===== config.mk =====
export PLATFORM = sky130hd
export DESIGN_NAME = tape_mem_ctrl
export DESIGN_NICKNAME = d
export VERILOG_FILES = /design/src/rtl/tape_mem_ctrl_pkg.sv /design/src/rtl/mem_rd_pipe.sv /design/src/rtl/tape_mem_ctrl.sv
export SDC_FILE = /design/constraint.sdc
export NUM_CORES = 2
export LEC_CHECK = 0
export CORE_ASPECT_RATIO = 1.5
export CORE_MARGIN = 4
export CORE_UTILIZATION = 45
export DETAILED_ROUTE_END_ITERATION = 8
export HOLD_SLACK_MARGIN = 0.12
export PLACE_DENSITY = 0.66
export SLEW_MARGIN = 15
export SYNTH_ARGS = -nofsm -noshare
export SYNTH_HDL_FRONTEND = slang
export SYNTH_HIERARCHICAL = 1
export SYNTH_SLANG_ARGS = --single-unit
export TNS_END_PERCENT = 50

===== constraint.sdc =====
create_clock -name clk -period 14 [get_ports clk]
set_clock_uncertainty 0.1 [all_clocks]
set_input_delay 2.8 -clock clk [delete_from_list [all_inputs] [get_ports clk]]
set_output_delay 2.8 -clock clk [all_outputs]
set_load 0.03 [all_outputs]

===== src/rtl/tape_mem_ctrl_pkg.sv =====
// rtl/tape_mem_ctrl_pkg.sv - shared op, source, address and state types for the tape memory
package tape_mem_ctrl_pkg;

  typedef enum logic [2:0] {
    MEM_NOP   = 3'd0,
    MEM_READ  = 3'd1,
    MEM_WRITE = 3'd2,
    MEM_INC   = 3'd3,
    MEM_DEC   = 3'd4
  } mem_op_t;

  // Write-data source index into the packed src_data bus
  typedef logic [2:0] mem_src_t;
  localparam mem_src_t SRC_ACC   = 3'd0;
  localparam mem_src_t SRC_ALU   = 3'd1;
  localparam mem_src_t SRC_STACK = 3'd2;
  localparam mem_src_t SRC_HEAD  = 3'd3;
  localparam mem_src_t SRC_CACHE = 3'd4;
  localparam mem_src_t SRC_SAVE  = 3'd5;

  typedef enum logic {
    ADDR_FROM_HEAD  = 1'b0,
    ADDR_FROM_STACK = 1'b1
  } mem_addr_t;

  typedef enum logic [1:0] {
    CLEAR    = 2'd0,
    IDLE     = 2'd1,
    RMW_WAIT = 2'd2
  } mem_state_t;

  function automatic logic is_rmw_op(input mem_op_t op);
    return (op == MEM_INC) || (op == MEM_DEC);
  endfunction

endpackage


===== src/rtl/mem_rd_pipe.sv =====
// rtl/mem_rd_pipe.sv - fixed-latency pipe carrying read/RMW tokens to the response stage
module mem_rd_pipe #(
  parameter int DATA_W = 8,
  parameter int ADDR_W = 8,
  parameter int RD_LAT = 2
) (
  input  logic              clk,
  input  logic              reset,
  input  logic              in_valid,
  input  logic [DATA_W-1:0] in_data,
  input  logic [ADDR_W-1:0] in_addr,
  input  logic              in_rmw,
  input  logic              in_dec,
  input  logic              in_fault,
  output logic              out_valid,
  output logic [DATA_W-1:0] out_data,
  output logic [ADDR_W-1:0] out_addr,
  output logic              out_rmw,
  output logic              out_dec,
  output logic              out_fault
);

  localparam int PW = DATA_W + ADDR_W + 3;

  logic [RD_LAT-1:0] vld;
  logic [PW-1:0]     pay [RD_LAT];

  // Valid bits are the only reset state; a reset drops every in-flight token
  always_ff @(posedge clk or posedge reset) begin
    if (reset) begin
      vld <= '0;
    end else begin
      vld[0] <= in_valid;
      for (int i = 1; i < RD_LAT; i++) vld[i] <= vld[i-1];
    end
  end

  // Payload shifts unconditionally; it is meaningful only where its valid bit is set
  always_ff @(posedge clk) begin
    pay[0] <= {in_data, in_addr, in_rmw, in_dec, in_fault};
    for (int i = 1; i < RD_LAT; i++) pay[i] <= pay[i-1];
  end

  assign out_valid = vld[RD_LAT-1];
  assign {out_data, out_addr, out_rmw, out_dec, out_fault} = pay[RD_LAT-1];

endmodule


===== src/rtl/tape_mem_ctrl.sv =====
// rtl/tape_mem_ctrl.sv - tape array with clear-after-reset, read pipe and atomic inc/dec
module tape_mem_ctrl
  import tape_mem_ctrl_pkg::*;
#(
  parameter int DATA_W  = 8,
  parameter int ADDR_W  = 8,
  parameter int DEPTH   = 256,
  parameter int RD_LAT  = 2,
  parameter int NUM_SRC = 6
) (
  input  logic                      clk,
  input  logic                      reset,
  input  logic                      req_valid,
  output logic                      req_ready,
  input  mem_op_t                   req_op,
  input  mem_src_t                  req_src,
  input  mem_addr_t                 req_addr,
  input  logic [NUM_SRC*DATA_W-1:0] src_data,
  input  logic [ADDR_W-1:0]         head_addr,
  input  logic [ADDR_W-1:0]         stack_addr,
  output logic                      rsp_valid,
  output logic [DATA_W-1:0]         rsp_data,
  output logic                      rsp_fault,
  output logic                      fault
);

  localparam logic [ADDR_W-1:0] LAST_CELL = ADDR_W'(DEPTH - 1);
  localparam logic [ADDR_W:0]   DEPTH_LIM = (ADDR_W + 1)'(DEPTH);

  mem_state_t        state, state_nxt;
  logic [ADDR_W-1:0] clr_ptr;
  logic [DATA_W-1:0] mem [DEPTH];

  logic [ADDR_W-1:0] sel_addr;
  logic [DATA_W-1:0] wdata, rd_data, new_val;
  logic              accept, in_range, req_rmw, rmw_done;

  logic              p_valid, p_rmw, p_dec, p_fault;
  logic [DATA_W-1:0] p_data;
  logic [ADDR_W-1:0] p_addr;

  assign sel_addr = (req_addr == ADDR_FROM_STACK) ? stack_addr : head_addr;
  assign in_range = {1'b0, sel_addr} < DEPTH_LIM;
  assign accept   = req_valid && req_ready;
  assign req_rmw  = is_rmw_op(req_op);
  assign rd_data  = in_range ? mem[sel_addr] : '0;
  assign rmw_done = p_valid && p_rmw;
  assign new_val  = p_dec ? (p_data - DATA_W'(1)) : (p_data + DATA_W'(1));

  // Write-data source mux; indices beyond the implemented sources write zero
  always_comb begin
    wdata = '0;
    for (int i = 0; i < NUM_SRC; i++) begin
      if (int'(req_src) == i) wdata = src_data[i*DATA_W +: DATA_W];
    end
  end

  mem_rd_pipe #(.DATA_W(DATA_W), .ADDR_W(ADDR_W), .RD_LAT(RD_LAT)) u_rd_pipe (
    .clk       (clk),
    .reset     (reset),
    .in_valid  (accept && ((req_op == MEM_READ) || req_rmw)),
    .in_data   (rd_data),
    .in_addr   (sel_addr),
    .in_rmw    (req_rmw),
    .in_dec    (req_op == MEM_DEC),
    .in_fault  (!in_range),
    .out_valid (p_valid),
    .out_data  (p_data),
    .out_addr  (p_addr),
    .out_rmw   (p_rmw),
    .out_dec   (p_dec),
    .out_fault (p_fault)
  );

  // Response stage: RMW returns the updated value, faulting tokens return zero
  assign rsp_valid = p_valid;
  assign rsp_fault = p_valid && p_fault;
  assign rsp_data  = (p_valid && !p_fault) ? (p_rmw ? new_val : p_data) : '0;

  // State register; reset always restarts the clear sweep
  always_ff @(posedge clk or posedge reset) begin
    if (reset) state <= CLEAR;
    else       state <= state_nxt;
  end

  // Next state and ready; ready is withheld while clearing or while an RMW is in flight
  always_comb begin
    state_nxt = state;
    req_ready = 1'b0;
    case (state)
      CLEAR:    if (clr_ptr == LAST_CELL) state_nxt = IDLE;
      IDLE: begin
        req_ready = 1'b1;
        if (req_valid && req_rmw) state_nxt = RMW_WAIT;
      end
      RMW_WAIT: if (rmw_done) state_nxt = IDLE;
      default:  state_nxt = CLEAR;
    endcase
  end

  // Clear pointer walks 0..DEPTH-1 once after every reset
  always_ff @(posedge clk or posedge reset) begin
    if (reset)               clr_ptr <= '0;
    else if (state == CLEAR) clr_ptr <= clr_ptr + ADDR_W'(1);
  end

  // Array write port: clear sweep, then accepted writes, then RMW commits (never the same cycle)
  always_ff @(posedge clk) begin
    if (state == CLEAR)                                  mem[clr_ptr]  <= '0;
    else if (accept && (req_op == MEM_WRITE) && in_range) mem[sel_addr] <= wdata;
    else if (rmw_done && !p_fault)                        mem[p_addr]   <= new_val;
  end

  // Sticky fault flag for any out-of-range access
  always_ff @(posedge clk or posedge reset) begin
    if (reset) fault <= 1'b0;
    else if (accept && (req_op != MEM_NOP) && !in_range) fault <= 1'b1;
  end

endmodule


# Word-level counts from Yosys, hierarchy flattened

Memories as Yosys holds them, arrays and structs flattened.
Cells that the tools add are included.

Flip-flop bits (word level): 12
Latch bits: 0
Bits in writable memories: 2,086
Bits in read-only memories: 0
Input port bits: 74
Output and inout port bits: 12
Logic and storage cells: 69
Memories: 2

Memory list:

| name          | depth | bits a word | read ports | clocked after memory_dff | wr ports | RTL line            | text |
|---|---|---|---|---|---|---|---|
| mem           | 256   | 8           | 1          | 0                        | 1        | tape_mem_ctrl.sv:32 | `logic [DATA_W-1:0] mem [DEPTH];` |
| u_rd_pipe.pay | 2     | 19          | 2          | 0                        | 2        | mem_rd_pipe.sv:26   | `logic [PW-1:0] pay [RD_LAT];` |

Add/sub/neg operators: 3
$mul: 0
Div/mod/pow operators: 0
Magnitude comparators: 0
Equality and inequality tests: 15
Shift-type cells: 0
Multiplexer cells: 30
Bitwise gates (word level): 0
Reduce and logical (&&, ||, !) cells: 16

Operators by type and width:

| operator            | number |
|---|---|
| $mux 8              | 14 |
| $add 8x1->8 const B | 2 |
| $reduce_or 8->1     | 2 |
| $eq 3x3->1 const B  | 5 |
| $mux 1              | 12 |
| $eq 3x2->1 const B  | 3 |
| $eq 8x8->1 const B  | 1 |
| $logic_and 1x1->1   | 8 |
| $sub 8x1->8 const B | 1 |
| $mux 2              | 3 |
| $ne 2x2->1 const B  | 3 |
| $pmux 2 s3          | 1 |
| $eq 3x1->1 const B  | 1 |
| $logic_not 3->1     | 1 |
| $reduce_and 3->1    | 1 |
| $eq 2x1->1 const B  | 1 |
| $eq 2x2->1 const B  | 1 |
| $logic_not 2->1     | 1 |
| $logic_or 1x1->1    | 2 |
| $logic_not 1->1     | 1 |

# Logic depth before layout (Yosys ltp)

Depth after elaboration: 10
Depth in mapped cells: 14
Mapped depth without buffers: 9

# Cells and area by module

The synthesis kept the hierarchy.

Modules (own cells, without submodules):

| module        | times used | cells an instance | area each (µm²) | sequential area each (µm²) |
|---|---|---|---|---|
| tape_mem_ctrl | 1          | 5,552             | 82,624.2        | 61,749.2 |
| mem_rd_pipe   | 1          | 57                | 934.6           | 810.8 |

# Least setup slack after synthesis

OpenSTA, ideal clock, no wires.

Kind: input to register
From: in req_src[0]
To: mem mem[0][3] (data pin)
Setup time: 2,188 ps
Arrival time: 13,856 ps
Data required time: 11,712 ps
Slack: -2,144 ps
Cell stages on the path: 6
Buffers on the path: 2
Cells stage by stage: clkbuf_1 > clkbuf_1 > mux2i_1 > o21ai_0 > a222oi_1 > o21ai_0

Word-level cells in the longest chain between the ends: 9
Elaborated cells on any way between the ends: 14
Classes of those cells: 5 x eq/ne; 8 x mux; 1 x reduce/logical

Ends and longest elaborated chain:

| what                                   | RTL line            | text |
|---|---|---|
| start: declaration                     | tape_mem_ctrl.sv:16 | `input mem_src_t req_src,` |
| $logic_not 3->1                        | tape_mem_ctrl.sv:54 | `if (int'(req_src) == i) wdata = src_data[i*DATA_W +: DATA_W];` |
| $mux 8 (5 in a row)                    | tape_mem_ctrl.sv:54 |  |
| $mux 8 *                               | tape_mem_ctrl.sv:54 |  |
| $mux 8 (no source line) * (2 in a row) | n/a                 |  |
| end: declaration                       | tape_mem_ctrl.sv:32 |  |

Mark *: on every way between the ends. The rest lies on a longest branch, timed or not.

==> summary.md <==
| Metric | Value |
|---|---|
| Status | `complete, no violations` |
| Register area | `62600 sq um` |
| Min-Delay Path Class | `reg -> reg` |
| DR WL/cell | `28.1 microns` |
| RSZ-0062 raised after global routing | `no` |
| Die ar. | `193000 sq um` |
| DP HPWL | `134 mm` |
| Mapped Area | `83600 sq um` |
| Post-CTS Repair Setup Buffers | `0` |
| Synth area leader | `edfxtp_1` |
| Worst path slowest cell | `nor4_1` |
| Grt total ovfl | `0` |
| Die Span Y | `536 microns` |
| Worst skew pair latency | `0.83 ns` |
| Final hold slack | `0.227 ns` |
| CORE AREA | `184000 sq um` |
| Pwr Density | `137 nW/um^2` |
| Dpl cell area | `86800 sq um` |
| Yosys top cell area share | `73.6%` |
| Finished Layout Cells | `8177` |
| TritonRoute pass-1 iters | `7` |
| Final Hold Viols | `0` |
| Num Clock Sinks | `2098` |
| Drt drc | `0` |
| Final Max Tran Viols | `0` |
| ANT nets after route | `0` |
| Slew HR | `8.13%` |
| Multi-input logic area | `19400 sq um` |
| Max incr delay on CP | `0.82 ns` |
| WP buf/inv | `6` |
| Area Growth Syn to Fin | `10.9%` |
| Post-CTS resize count | `0` |
| Finished Cell Area | `92700 sq um` |
| Buffers on Ports | `84` |
| Post-synthesis cell type count | `62` |
| CTS tree | `yes` |
| Commonest cells in the netlist | `edfxtp_1, nand2_1, mux2i_1, nand3_1, nor2_1` |
| Largest net degree at the start of global routing | `193` |
| Inst Count DP | `7842` |
| Final WL | `229 mm` |
| Critical path required time | `14.60 ns` |
| FILL cells | `15200` |
| Count leader, synth | `edfxtp_1` |
| Synthesized area per cell | `14.9 sq um` |
| Max FO, Critical Path | `76` |
| Crit Path Class | `in -> reg` |
| Fin crit share | `59.4%` |
| Initial DRC count | `5633` |
| Pleak | `27.6 nW` |
| Total Nets Final | `5673` |
| Critical path arrival | `8.91 ns` |
| Setup TNS | `0 ns` |
| Total CTS buffers | `184` |
| Max Fclk | `0.120 GHz` |
| Sequential share of the synthesized area | `74.9%` |
| Initial Utilization | `45.3%` |
| CP cell instances | `clkdlybuf4s50_1 -> buf_4 -> mux2i_4 -> inv_8 -> buf_4 -> buf_4 -> buf_4 -> mux2i_1 -> o221ai_1 -> a31oi_1 -> nor3_1 -> nor4_1 -> nor2_1 -> or4_1` |
| Prevailing post-synth register cell | `edfxtp_1` |
| CTS Buffer Depth | `4` |
| Row Count | `193` |
| Synth area leaders | `edfxtp_1, mux2i_1, nand2_1` |
| Initial antenna violation count | `7` |
| Slew @ Worst Pin | `1.38 ns` |
| FFs w/ async S/R, synth | `0.572%` |
| Endpoints failing setup | `0` |
| Gp weighted congestion | `0.874` |
| Clock Root Buffer | `clkbuf_16` |
| Register bit total from synthesis | `2098` |
| Startpoint Class | `primary input` |
| Via-to-Cell Ratio | `6.05` |
| CTS hold repair buffers | `0` |
| Worst IR Drop VDD | `101 uV` |
| CP top delay family | `buffers and inverters` |
| Setup ws final | `5.68 ns` |
| Place WS | `4.94 ns` |
| Clock transition at path regs | `0.07 ns` |
| First-pass GRT wire length | `332 mm` |
| MaxCap Viol Count | `0` |
| GRT Util Overall | `23.1%` |
| Synth Warn # | `6` |
| # IOs | `86` |
| Most common cell on crit path | `buf_4` |
| Via count | `49500` |
| Final Critical Period | `8.32 ns` |
| Vias in the first global route | `48300` |
| Share of layout cells above drive strength 1 | `8.06%` |
| H-tree depth | `4` |
| Post-synth EDFFs | `2048` |
| Cells after Synth | `5609` |
| Die Wd | `360 microns` |
| Crit. End Element | `flip-flop` |
[flip-flops by register name, summed over array words and instances, names as in the netlist]
| register | cells |
|---|---|
| u_rd_pipe/vld | 2 |
| clr_ptr | 8 |
| state | 2 |
| u_rd_pipe/pay | 38 |
| mem | 2048 |
[path summary, 6_finish.rpt]
path / startpoint / to / slack (ns) / cells after the start
worst min register to register: u_rd_pipe/pay[0][5] / u_rd_pipe/pay[0][24] / 0.23 / 0
max in group asynchronous: reset / clr_ptr[0] / 11.23 / 2
worst min-delay path: u_rd_pipe/pay[0][5] / u_rd_pipe/pay[0][24] / 0.23 / 0
min in group asynchronous: reset / u_rd_pipe/vld[0] / 2.07 / 2
worst max-delay path: req_addr / u_rd_pipe/pay[0][11] / 5.68 / 14
worst max register to register: u_rd_pipe/pay[0][21] / mem[60][7] / 8.62 / 9
[logic make-up (layout without fill, tap and decap cells)]
| group | Yosys count | after routing | synth area share (%) |
|---|---|---|---|
| XOR/XNOR | 16 | 16 | 0.168 |
| AO/OA/AOI/OAI | 641 | 641 | 5.31 |
| adder cells (fa/ha/maj) | 8 | 8 | 0.129 |
| buffers and inverters | 404 | 517 | 2.26 |
| other | 1 | 19 | 0.00449 |
| AND/OR/NAND/NOR | 1869 | 1869 | 9.47 |
| multiplexers | 572 | 572 | 7.80 |
| flip-flops | 2098 | 2098 | 74.9 |
[power breakdown]
group | total, mW | switching [mW] | internal [mW]
registers | 6.82 | 0.0223 | 6.80
clock network | 5.00 | 2.20 | 2.80
logic | 0.848 | 0.582 | 0.267
[through the flow]
stage | power [mW] | util (%)
2_1_floorplan | 7.47 | -
3_3_place_gp | 7.78 | 47.1
3_5_place_dp | 7.79 | 47.1
4_1_cts | 12.7 | 50.2
5_1_grt | 13.0 | 50.2
6_report | 12.7 | 50.2
[final cells by class]
type                       count  area share (%)
timing repair buffer         182            1.89
sequential                  2098            67.5
clock buffer                 227            5.26
multi-input combinational   3108            20.9
tap                         2437            3.29
clock inverter                91           0.982
inverter                      17          0.0959
antenna                       17          0.0459
[per-layer routing]
metal	vias to the layer above	GRT usage [%]	wire, microns
li1	21400	-	-
met1	25000	28.4	82500
met2	2452	39.1	113000
met3	592	3.65	19200
met4	4	13.0	14800
met5	-	0	28
[layout by cell type, fill, tap and decap left out, types with 14 or more instances in the layout]
master / count
buf_12: 14
nor2_1: 309
diode_2: 17
o221ai_1: 206
nor4_1: 16
mux4_2: 60
nor3_1: 86
nand3_1: 439
nand2_1: 936
mux2i_1: 497
nor2b_1: 14
a21oi_1: 73
clkinv_2: 36
o22ai_1: 46
clkbuf_1: 38
edfxtp_1: 2048
dfxtp_1: 38
clkdlybuf4s50_1: 84
bufinv_16: 18
o21ai_0: 76
clkinv_1: 30
buf_4: 83
a31oi_1: 185
nand4_1: 25
clkbuf_16: 189
Note: power is estimated with default switching activity, not from simulation.
